[src/rtl/stage_if.sv]
// Instruction fetch stage: owns the PC, fetches over a req/ack memory port and
// presents {instr, next_pc, valid} to ID with stall hold and delayed-branch redirect.
module stage_if #(
   parameter logic [31:0] RESET_PC = 32'h0000_0000
) (
   input  logic        clk,
   input  logic        rst,
   input  logic        stall,
   input  logic        branch_taken,
   input  logic [31:0] branch_dest,
   output logic [31:0] imem_addr,
   output logic        imem_req,
   input  logic        imem_ack,
   input  logic [31:0] imem_data,
   output logic [31:0] if2id_instr,
   output logic [31:0] if2id_next_pc,
   output logic        if2id_valid
);
   localparam logic [1:0] IDLE = 2'd0;
   localparam logic [1:0] WAIT = 2'd1;
   localparam logic [1:0] HELD = 2'd2;

   logic [1:0]  state_q, state_d;
   logic [31:0] pc_q, pc_d;
   logic [31:0] addr_q, addr_d;
   logic        req_q, req_d;
   logic [31:0] instr_q, instr_d;
   logic [31:0] npc_q, npc_d;
   logic        valid_q, valid_d;
   logic [31:0] skid_q, skid_d;
   logic        redir_q, redir_d;
   logic        owed_q, owed_d;
   logic [31:0] target_q, target_d;

   logic        slot_free, pend, owed, squash, deliver;
   logic [31:0] tgt, seq_addr, del_word;

   always_comb begin
      slot_free = !stall || !valid_q;
      // A new branch counts as pending this very edge; its delay slot is still
      // owed only if ID held no valid word when the branch was sampled.
      pend      = redir_q || branch_taken;
      owed      = redir_q ? owed_q : !valid_q;
      tgt       = branch_taken ? (branch_dest & 32'hFFFF_FFFC) : target_q;
      squash    = pend && !owed;
      seq_addr  = addr_q + 32'd4;

      state_d  = state_q;
      pc_d     = pc_q;
      addr_d   = addr_q;
      req_d    = req_q;
      instr_d  = instr_q;
      npc_d    = npc_q;
      valid_d  = valid_q;
      skid_d   = skid_q;
      redir_d  = pend;
      owed_d   = owed;
      target_d = tgt;
      deliver  = 1'b0;
      del_word = skid_q;

      case (state_q)
         IDLE: begin
            if (slot_free) begin
               req_d   = 1'b1;
               state_d = WAIT;
               if (squash) begin
                  addr_d  = tgt;
                  redir_d = 1'b0;
               end else begin
                  addr_d = pc_q;
               end
            end
         end
         WAIT: begin
            if (imem_ack) begin
               if (squash) begin
                  addr_d  = tgt;
                  redir_d = 1'b0;
               end else if (slot_free) begin
                  deliver  = 1'b1;
                  del_word = imem_data;
                  addr_d   = seq_addr;
               end else begin
                  skid_d  = imem_data;
                  req_d   = 1'b0;
                  state_d = HELD;
               end
            end
         end
         HELD: begin
            // imem_addr still holds the skid word's address while parked here.
            if (squash) begin
               addr_d  = tgt;
               req_d   = 1'b1;
               redir_d = 1'b0;
               state_d = WAIT;
            end else if (slot_free) begin
               deliver = 1'b1;
               addr_d  = seq_addr;
               req_d   = 1'b1;
               state_d = WAIT;
            end
         end
         default: state_d = IDLE;
      endcase

      if (deliver) begin
         instr_d = del_word;
         npc_d   = seq_addr;
         valid_d = 1'b1;
         pc_d    = seq_addr;
         owed_d  = 1'b0;
      end else if (slot_free) begin
         valid_d = 1'b0;
         instr_d = 32'd0;
      end
   end

   always_ff @(posedge clk) begin
      if (!rst) begin
         state_q  <= IDLE;
         pc_q     <= RESET_PC;
         addr_q   <= RESET_PC;
         req_q    <= 1'b0;
         instr_q  <= 32'd0;
         npc_q    <= 32'd0;
         valid_q  <= 1'b0;
         skid_q   <= 32'd0;
         redir_q  <= 1'b0;
         owed_q   <= 1'b0;
         target_q <= 32'd0;
      end else begin
         state_q  <= state_d;
         pc_q     <= pc_d;
         addr_q   <= addr_d;
         req_q    <= req_d;
         instr_q  <= instr_d;
         npc_q    <= npc_d;
         valid_q  <= valid_d;
         skid_q   <= skid_d;
         redir_q  <= redir_d;
         owed_q   <= owed_d;
         target_q <= target_d;
      end
   end

   assign imem_addr     = addr_q;
   assign imem_req      = req_q;
   assign if2id_instr   = instr_q;
   assign if2id_next_pc = npc_q;
   assign if2id_valid   = valid_q;
endmodule

[config.mk]
export PLATFORM = sky130hd
export DESIGN_NAME = stage_if
export DESIGN_NICKNAME = d
export VERILOG_FILES = /design/src/rtl/stage_if.sv
export SDC_FILE = /design/constraint.sdc
export NUM_CORES = 1
export LEC_CHECK = 0
export BUFFER_PORTS_ARGS = -buffer_cell sky130_fd_sc_hd__buf_2
export CORE_ASPECT_RATIO = 2
export CORE_UTILIZATION = 55
export DETAILED_ROUTE_END_ITERATION = 8
export GPL_TIMING_DRIVEN = 1
export PLACE_DENSITY = 0.91
export SKIP_CTS_REPAIR_TIMING = 1
export SYNTH_ARGS = -nofsm -noshare
export SYNTH_HDL_FRONTEND = slang
export SYNTH_SLANG_ARGS = --single-unit
export TNS_END_PERCENT = 100
[constraint.sdc]
create_clock -name clk -period 2.9 [get_ports clk]
set_input_delay 0.58 -clock clk [delete_from_list [all_inputs] [get_ports clk]]
set_output_delay 0.58 -clock clk [all_outputs]
set_load 0.005 [all_outputs]
==> results of run 1 <==
-- critical path, cell delays in order, from the launching register on --
cell,delay (ns)
dfxtp_1,0.38
inv_1,0.09
ha_1,0.26
a21oi_1,0.38
nor3_4,0.07
nor2_2,0.71
buf_4,0.33
a22o_1,0.16
-- how the worst min path moves through the flow --
stage	start	end	slack (ns)	cells after the start
after floorplan	skid_q[0]	skid_q[0]	0.44	2
after global placement	if2id_instr[12]	if2id_instr[12]	0.43	2
after detailed placement	if2id_instr[7]	if2id_instr[7]	0.44	2
after CTS	imem_data[25]	skid_q[25]	0.39	3
after global routing	imem_data[21]	skid_q[21]	0.40	3
final	imem_data[16]	skid_q[16]	0.40	3
-- sequential cells by signal (all words and copies together), names as in the netlist --
register and flops:
if2id_instr 32, imem_addr 32, imem_req 1, owed_q 1
redir_q 1, target_q 32, if2id_next_pc 32, if2id_valid 1
state_q 2, skid_q 32
-- power breakdown --
part / total [uW] / internal, uW / switching (uW) / leakage (uW)
clock network: 2370 / 1380 / 993 / 0.000294
registers: 2460 / 2360 / 94.0 / 0.00135
logic: 762 / 298 / 465 / 0.00208
total: 5590 / 4040 / 1550 / 0.00372
-- through the flow --
stage,std cells,total power [uW]
finish,1182,5591
global route,1182,5769
CTS,1182,5599
detailed placement,1150,3241
global placement,1150,3221
floorplan,875,2979
-- cells in the final DEF (no fill, tap or decap), types with 5 or more instances in the layout --
| cell type | n |
|---|---|
| dfxtp_1 | 166 |
| xor2_1 | 6 |
| nor3_1 | 8 |
| xnor2_1 | 20 |
| nand3_1 | 16 |
| a32o_1 | 5 |
| a22o_1 | 19 |
| o22ai_1 | 8 |
| nor2_1 | 62 |
| nor3b_1 | 5 |
| nor3_4 | 5 |
| clkbuf_16 | 17 |
| nor4_1 | 8 |
| a31oi_1 | 14 |
| buf_4 | 24 |
| ha_1 | 5 |
| o21ai_0 | 52 |
| or3_1 | 7 |
| a31o_2 | 10 |
| nor3_2 | 5 |
| nand4_1 | 12 |
| mux2i_1 | 63 |
| a21oi_1 | 80 |
| a311oi_1 | 5 |
| nand2_1 | 129 |
| and3_1 | 11 |
| inv_6 | 5 |
| a211oi_1 | 7 |
| inv_1 | 13 |
| buf_2 | 164 |
| o21ai_1 | 8 |
-- cell usage after synthesis (10+ instances only) --
cell type  number
nor2_1         65
buf_2          30
nand2_1       129
xnor2_1        20
a22o_1         19
a21oi_1        80
a31o_2         10
clkbuf_1       30
mux2i_1        63
nand3_1        16
dfxtp_1       166
inv_1          14
nand4_1        12
and3_1         11
o21ai_0        52
a31oi_1        14
nor3_1         10
-- cells by family (layout without fill, tap and decap cells) --
group	count (synthesis)	after routing
simple gates	290	290
compound gates	241	241
flops	166	166
buf+inv	84	236
mux	63	63
xor+xnor	26	26
fa+ha+maj	5	5
-- routing by layer --
metal / track usage, % / up-vias / share of wire (%)
met4: 19.16 / 0 / 5.1
met2: 53.86 / 383 / 52
met3: 4.853 / 92 / 6.7
met5: 0 / - / 0
li1: - / 3388 / -
met1: 30.91 / 3451 / 36
-- area by class of cell --
cell class | count | area [um2]
Tap cell | 155 | 193.9
Multi-Input combinational cell | 625 | 3877
Fill cell | 1044 | 4334
Timing Repair Buffer | 190 | 1041
Clock buffer | 18 | 429.2
Clock inverter | 14 | 186.4
Sequential cell | 166 | 3323
Inverter | 14 | 52.55
==> metrics.md, run 1 <==
| Metric | Value |
|---|---|
| VDD IR-drop max | `0.0004990 V` |
| Fmax achieved | `0.4070 GHz` |
| Row Count | `60` |
| First-pass GRT wire length | `33860 um` |
| Skew final | `0.01037 ns` |
| Syn Std Cell Area | `7571 um2` |
| DR vias/cell | `6.188` |
| Die area | `14270 um2` |
| Antenna fix cells | `0` |
| Area after DPL | `8488 um2` |
| Relative slew slack | `38.57%` |
| Syn nets | `949` |
| Kind of critical path | `flip-flop to flip-flop` |
| I/O pin cnt | `167` |
| Synth Area in Simple Gates | `18.67%` |
| PwrDens | `614.1 nW/um2` |
| Layout net count | `1088` |
| Crit path required time | `3.26 ns` |
| Critical Path AT | `2.82 ns` |
| DR WL/cell | `18.07 um` |
| Adder-Cell Fraction of Synth Area | `0.8263%` |
| Register area share after synthesis | `43.89%` |
| Fin Hold WS | `0.3983 ns` |
| Synth Flop Type | `dfxtp_1` |
| FFs w/ async S/R, synth | `0%` |
| Tcrit/Tclk final | `84.73%` |
| Kind of end point of the critical path | `flip-flop` |
| Post-route DRC | `13` |
| Area Growth Syn to Fin | `20.24%` |
| Final GP Congestion | `0.9426` |
| Violated checks | `design-rule violations` |
| R2R Path End | `if2id_next_pc[30]` |
| Post-DP HPWL | `14750 um` |
| Synthesized area per cell | `8.653 um2` |
| Core ar. | `13440 um2` |
| IO Port Bufs | `164` |
| Number of setup violations in the final report | `0` |
| Crit-path max FO | `19` |
| Worst R2R Setup Slack | `0.44 ns` |
| Layout cells sized above 1 | `24.83%` |
| Initial antenna violation count | `0` |
| Die width | `84.96 um` |
| Synth top area cells | `dfxtp_1, mux2i_1, nand2_1, a21oi_1, o21ai_0` |
| Cells after Synth | `875` |
| RSZ-0062 raised after global routing | `no` |
| Post-layout instance area | `9104 um2` |
| Reg2reg start | `state_q[0]` |
| Final Hold Viols | `0` |
| Finished Core Util | `67.75%` |
| Largest family of logic cells by synthesized area | `compound AO/OA/AOI/OAI gates` |
| Worst setup SP type | `flip-flop` |
| Synth top area share | `43.89%` |
| Pleak | `0.003723 uW` |
| Gr ovfl total | `0` |
| Vias in the first global route | `7062` |
| Pin count of the biggest net entering global routing | `56` |
| Clock-pin slew of the registers on the worst-case setup and hold paths | `0.07 ns` |
| Max-Cap Viols | `0` |
| Initial Utilization | `56.34%` |
| TNS Setup | `0 ns` |
| Post-synth cell types | `64` |
| CTS tree | `done` |
| CTS max path bufs | `2` |
| 1st-iter DRT viols | `484` |
| DRT Pass-1 Iters | `7` |
| CTS sink count | `166` |
| Complex-gate fraction of the synthesized area | `20.15%` |
| TritonCTS Buffers | `17` |
| CTS root buffer | `clkbuf_16` |
| ANT nets after route | `0` |
| Reg2Reg Depth | `7` |
| Synth Area in XOR/XNOR | `3.008%` |
| Die height | `167.9 um` |
| Final Max Tran Viols | `0` |
| YS warnings | `0` |
| Worst skew pair latency | `0.42 ns` |
| Via count | `7314` |
| GRT Overall Usage | `29.66%` |
| Period minus WS final | `2.457 ns` |
| Hold WC Path Type | `primary input to flip-flop` |
| Yosys reg bits | `166` |
| Total Wirelength | `21360 um` |
| Post-place setup slack | `0.4888 ns` |
| Run status | `finished with violations` |
| Final worst slack | `0.4428 ns` |
| Synth area leader | `dfxtp_1` |
| Multiplexer area fraction after synthesis | `8.329%` |
| Worst Tran Pin Value | `0.9205 ns` |
| Worst Setup SP | `state_q[0]` |
| Critical path capture point | `if2id_next_pc[30]` |
| Htree depth | `4` |
| EDFF count, synth | `0` |
(Power assumes the default switching activity.)
==> run 2: changes to the inputs <==
--- a/config.mk
+++ b/config.mk
@@ -7,10 +7,10 @@
 export LEC_CHECK = 0
 export BUFFER_PORTS_ARGS = -buffer_cell sky130_fd_sc_hd__buf_2
 export CORE_ASPECT_RATIO = 2
-export CORE_UTILIZATION = 55
+export CORE_UTILIZATION = 54
 export DETAILED_ROUTE_END_ITERATION = 8
 export GPL_TIMING_DRIVEN = 1
-export PLACE_DENSITY = 0.91
+export PLACE_DENSITY = 0.89
 export SKIP_CTS_REPAIR_TIMING = 1
 export SYNTH_ARGS = -nofsm -noshare
 export SYNTH_HDL_FRONTEND = slang
==> constraint.sdc (replaced) <==
create_clock -name clk -period 2.3 [get_ports clk]
set_input_delay 0.46 -clock clk [delete_from_list [all_inputs] [get_ports clk]]
set_output_delay 0.46 -clock clk [all_outputs]
set_load 0.005 [all_outputs]
==> run 2 against run 1 <==
Against the previous run:
- the run now ends clean
- clock skew about the same
- die area increased by 1.8%
- largest power group unchanged
- utilization grew 0.46 points
- critical path depth unchanged
==> metrics.md, run 2 (synthesis results as in run 1) <==
| Metric | Value |
|---|---|
| Run status | `finished clean` |
| Internal power | `4843 uW` |
| CTS root buffer | `clkbuf_16` |
| Worst Setup SP | `state_q[0]` |
| Period minus WS final | `2.240 ns` |
| Most frequent cells in the layout | `dfxtp_1, buf_2, nand2_1` |
| Most common cell after layout, fill and taps aside | `dfxtp_1` |
| Skew final | `0.01029 ns` |
| Crit-path max FO | `19` |
| GRT Overall Usage | `29.63%` |
| Clock network power share | `39.9%` |
| Layout net count | `1100` |
| Worst setup SP type | `flip-flop` |
| VDD IR-drop max | `0.0005639 V` |
| TNS Setup | `0 ns` |
| Worst Tran Pin Value | `0.5655 ns` |
| Die area | `14530 um2` |
| RSZ-0062 raised after global routing | `no` |
| Relative slew slack | `62.30%` |
| Via count | `7325` |
| Max layer used | `met4` |
| IO Port Bufs | `164` |
| Sequential share of power | `44.9%` |
| WL met3 | `1367 um` |
| Worst skew pair latency | `0.43 ns` |
| DR WL/cell | `17.48 um` |
| CTS tree | `done` |
| Critical Path AT | `2.58 ns` |
| Met1 WL | `7723 um` |
| Clock-pin slew of the registers on the worst-case setup and hold paths | `0.07 ns` |
| Die width | `85.73 um` |
| Worst R2R Setup Slack | `0.06 ns` |
| Initial antenna violation count | `0` |
| Total Wirelength | `21410 um` |
| Final Max Tran Viols | `0` |
| Gr ovfl total | `0` |
| Die height | `169.5 um` |
| DR vias/cell | `5.980` |
| DRT Pass-1 Iters | `5` |
| Row Count | `60` |
| Antenna fix cells | `0` |
| Reg2reg start | `state_q[0]` |
| Crit path required time | `2.64 ns` |
| Initial Utilization | `55.72%` |
| Post-layout instance area | `9268 um2` |
| CTS max path bufs | `2` |
| Area Growth Syn to Fin | `22.41%` |
| First-pass GRT wire length | `34130 um` |
| Fmax achieved | `0.4465 GHz` |
| Switching power as a share of total power | `29.48%` |
| Post-route DRC | `0` |
| Htree depth | `4` |
| Pin count of the biggest net entering global routing | `52` |
| I/O pin cnt | `167` |
| PwrDens | `741.0 nW/um2` |
| 1st-iter DRT viols | `494` |
| Gate power share | `15.2%` |
| Tcrit/Tclk final | `97.39%` |
| Kind of end point of the critical path | `flip-flop` |
| Routed met2 length | `11020 um` |
| Final GP Congestion | `0.9203` |
| Final Hold Viols | `0` |
| ANT nets after route | `0` |
| Max-Cap Viols | `0` |
| CTS sink count | `166` |
| Critical path capture point | `imem_addr[30]` |
| Layout cells sized above 1 | `25.89%` |
| Core ar. | `13590 um2` |
| Reg2Reg Depth | `7` |
| Hold WC Path Type | `primary input to flip-flop` |
| P_sw | `2025 uW` |
| Post-DP HPWL | `15040 um` |
| Area after DPL | `8692 um2` |
| Kind of critical path | `flip-flop to flip-flop` |
| Vias in the first global route | `7145` |
| Final Power | `6868 uW` |
| Hold Path Depth | `3` |
| TritonCTS Buffers | `17` |
| Number of setup violations in the final report | `0` |
| Pleak | `0.003787 uW` |
| R2R Path End | `imem_addr[30]` |
run 2: cell types whose count changed in the layout (fill, tap and decap cells not counted), sizes merged:
| cell | before | now |
|---|---|---|
| buf | 190 | 202 |
| bufinv | 3 | 0 |
| clkbuf | 18 | 17 |
| clkinv | 3 | 1 |
| clkinvlp | 2 | 3 |
| inv | 20 | 25 |
run 2: critical path, stage by stage, from the launching register on:
cell,delay (ns)
dfxtp_1,0.39
inv_1,0.10
ha_2,0.44
nand3_1,0.18
buf_4,0.27
nor3_2,0.35
a31oi_1,0.17
o211ai_1,0.24
run 2: cell type report:
cell class              count  area (um2)
well taps                 186       232.7
clock buffers              17       425.4
multi-input cells         625        3891
repair buffers            202        1206
inverters                  14       52.55
clock inverters            15       136.4
flip-flops and latches    166        3323
fillers                  1084        4320
run 2: worst min path at each step:
stage,startpoint,end
after CTS,imem_data[21],skid_q[21]
after global routing,imem_data[10],skid_q[10]
after global placement,if2id_instr[20],if2id_instr[20]
after detailed placement,if2id_instr[31],if2id_instr[31]
after floorplan,skid_q[0],skid_q[0]
final,imem_data[17],skid_q[17]
run 2: through the flow:
step / util (%) / setup WS [ns] / hold WS [ns] / std cells
3_5_place_dp: 63.97 / 0.1476 / 0.4363 / 1193
6_report: 68.20 / 0.06011 / 0.2777 / 1225
2_1_floorplan: - / 0.3686 / 0.4357 / 875
3_3_place_gp: 63.97 / 0.2224 / 0.4282 / 1193
4_1_cts: 68.10 / 0.02444 / 0.2683 / 1225
5_1_grt: 68.20 / 0.005261 / 0.2775 / 1225
run 2: power by group through the flow:
| stage | logic, uW | clock network, uW | registers, uW |
|---|---|---|---|
| 3_5_place_dp | 1010 | 0 | 3140 |
| 6_report | 1050 | 2740 | 3080 |
| 3_3_place_gp | 985 | 0 | 3140 |
| 4_1_cts | 1020 | 2780 | 3080 |
| 2_1_floorplan | 633 | 0 | 3120 |
| 5_1_grt | 1120 | 2890 | 3090 |
run 2: layer usage:
metal	GRT usage, %	vias up
met5	0	-
met4	21.96	0
li1	-	3419
met2	52.24	394
met1	31.48	3404
met3	4.183	108
==> run 3: changes to the inputs <==
--- a/config.mk
+++ b/config.mk
@@ -11,6 +11,7 @@
 export DETAILED_ROUTE_END_ITERATION = 8
 export GPL_TIMING_DRIVEN = 1
 export PLACE_DENSITY = 0.89
+export RECOVER_POWER = 25
 export SKIP_CTS_REPAIR_TIMING = 1
 export SYNTH_ARGS = -nofsm -noshare
 export SYNTH_HDL_FRONTEND = slang
==> run 3 against run 2 <==
Against the previous run:
- clock power about the same
- critical path type is now primary input to flip-flop
- setup slack got worse by 0.0045 ns
- die area unchanged
- sequential share of layout area increased by 0.15 points
- combinational power about the same
- global-route usage unchanged
- register-to-register slack improved by 0.02 ns
- wire length decreased by 0.22%
- sequential power about the same
- utilization decreased by 0.29 points
- flip-flop and latch count unchanged
- final area decreased by 0.42%
- largest power group unchanged
==> metrics.md, run 3 (synthesis results as in run 1) <==
| Metric | Value |
|---|---|
| CP bufs+invs | `2` |
| Period minus WS final | `2.244 ns` |
| Htree depth | `4` |
| Worst R2R Setup Slack | `0.08 ns` |
| Row Count | `60` |
| Max-Cap Viols | `0` |
| RSZ-0062 raised after global routing | `no` |
| DR WL/cell | `17.44 um` |
| Via count | `7326` |
| Internal power | `4840 uW` |
| Antenna fix cells | `0` |
| Run status | `finished clean` |
| Worst Tran Pin Value | `1.141 ns` |
| First-pass GRT wire length | `34130 um` |
| Top delay family on crit path | `buffers and inverters` |
| Post-DP HPWL | `15040 um` |
| Core ar. | `13590 um2` |
| Fillers | `1101` |
| Gate power share | `15.2%` |
| Reg2reg start | `state_q[0]` |
| Finished Core Util | `67.92%` |
| Fmax achieved | `0.4456 GHz` |
| Die height | `169.5 um` |
| Gr ovfl total | `0` |
| Number of setup violations in the final report | `0` |
| 1st-iter DRT viols | `469` |
| Clock network power share | `39.9%` |
| TritonCTS Buffers | `17` |
| Layout net count | `1100` |
| DRT Pass-1 Iters | `5` |
| TNS Setup | `0 ns` |
| CTS tree | `done` |
| Die area | `14530 um2` |
| Clock-pin slew of the registers on the worst-case setup and hold paths | `0.07 ns` |
| DR vias/cell | `5.980` |
| Sequential share of power | `44.9%` |
| Tcrit/Tclk final | `97.58%` |
| Die width | `85.73 um` |
| Pleak | `0.003683 uW` |
| Initial Utilization | `55.72%` |
| Worst setup SP type | `primary input` |
| Pin count of the biggest net entering global routing | `52` |
| Kind of critical path | `primary input to flip-flop` |
| Vias in the first global route | `7145` |
| IO Port Bufs | `164` |
| Storage cell area | `3323 um2` |
| Layout cells sized above 1 | `23.39%` |
| Most frequent cells in the layout | `dfxtp_1, buf_2, nand2_1` |
| Worst-path cell with the longest stage delay | `clkbuf_1` |
| Area of the multi-input gates | `3891 um2` |
| Critical-path cell list | `clkbuf_1, clkbuf_1, mux2i_1, a21oi_1, a31o_2, a31oi_1, o32ai_1` |
| Relative slew slack | `23.92%` |
| R2R Path End | `imem_addr[30]` |
| Kind of end point of the critical path | `flip-flop` |
| CTS sink count | `166` |
| ANT nets after route | `0` |
| Skew final | `0.01014 ns` |
| PwrDens | `742.9 nW/um2` |
| Initial antenna violation count | `0` |
| Reg2Reg Depth | `7` |
| Critical Path AT | `2.50 ns` |
| CTS root buffer | `clkbuf_16` |
| HP Start | `imem_data[17]` |
| VDD IR-drop max | `0.0005604 V` |
| P_sw | `2016 uW` |
| Switching power as a share of total power | `29.40%` |
| Hold Path Depth | `3` |
| CP max stage delay | `0.89 ns` |
| Crit-path max FO | `14` |
| Final GP Congestion | `0.9203` |
| Most common cell on crit path | `clkbuf_1` |
| Post-route DRC | `0` |
| Final Max Tran Viols | `0` |
| Total Wirelength | `21370 um` |
| Most common cell after layout, fill and taps aside | `dfxtp_1` |
| Worst skew pair latency | `0.42 ns` |
| Area Growth Syn to Fin | `21.90%` |
| Hold WC Path Type | `primary input to flip-flop` |
| Final Hold Viols | `0` |
| Crit path required time | `2.55 ns` |
| CTS max path bufs | `2` |
| GRT Overall Usage | `29.63%` |
| End of the worst hold path | `skid_q[17]` |
| I/O pin cnt | `167` |
run 3: worst reg2reg max path, stage by stage (launching register included):
cell      delay [ns]
dfxtp_1         0.39
inv_1           0.10
ha_2            0.44
nand3_1         0.18
buf_4           0.27
nor3_2          0.34
a31oi_1         0.17
o211ai_1        0.24
run 3: how the worst max path moves through the flow:
| stage | start | to | cells past startpoint | slack (ns) |
|---|---|---|---|---|
| 5_1_grt | state_q[0] | imem_addr[30] | 7 | 0.005 |
| 2_1_floorplan | branch_taken | if2id_next_pc[11] | 8 | 0.37 |
| 3_5_place_dp | state_q[0] | if2id_instr[10] | 7 | 0.15 |
| 6_report | branch_taken | imem_addr[20] | 7 | 0.06 |
| 3_3_place_gp | state_q[0] | if2id_next_pc[18] | 7 | 0.22 |
| 4_1_cts | state_q[0] | imem_addr[30] | 7 | 0.02 |
run 3: layout make-up:
| class | count | area share, % |
|---|---|---|
| clock buffer | 17 | 4.610 |
| clock inverter | 15 | 1.478 |
| sequential | 166 | 36.01 |
| inverter | 14 | 0.5694 |
| multi-input combinational | 625 | 42.16 |
| tap | 186 | 2.522 |
| timing repair buffer | 202 | 12.65 |
run 3: power by group through the flow:
stage               logic, uW  registers, uW  clock network [uW]
floorplan                 633           3120                   0
global placement          985           3140                   0
detailed placement       1010           3140                   0
CTS                      1020           3080                2780
global route             1110           3090                2890
finish                   1040           3080                2740
run 3: metal layers:
| layer | GRT usage, % | vias to the layer above | share of wire (%) |
|---|---|---|---|
| met3 | 4.183 | 115 | 6.3 |
| met1 | 31.48 | 3399 | 36 |
| met5 | 0 | - | 0 |
| met2 | 52.24 | 393 | 51 |
| li1 | - | 3419 | - |
| met4 | 21.96 | 0 | 6.3 |
run 3: through the flow:
step / worst slack [ns] / cell area [um2] / instances / power (uW) / hold WS [ns]
after floorplan: 0.3686 / 7571 / 875 / 3756 / 0.4357
after global placement: 0.2224 / 8692 / 1193 / 4122 / 0.4282
after detailed placement: 0.1476 / 8692 / 1193 / 4154 / 0.4363
after CTS: 0.02444 / 9254 / 1225 / 6875 / 0.2683
after global routing: 0.005261 / 9229 / 1225 / 7100 / 0.2775
final: 0.05560 / 9229 / 1225 / 6856 / 0.2801
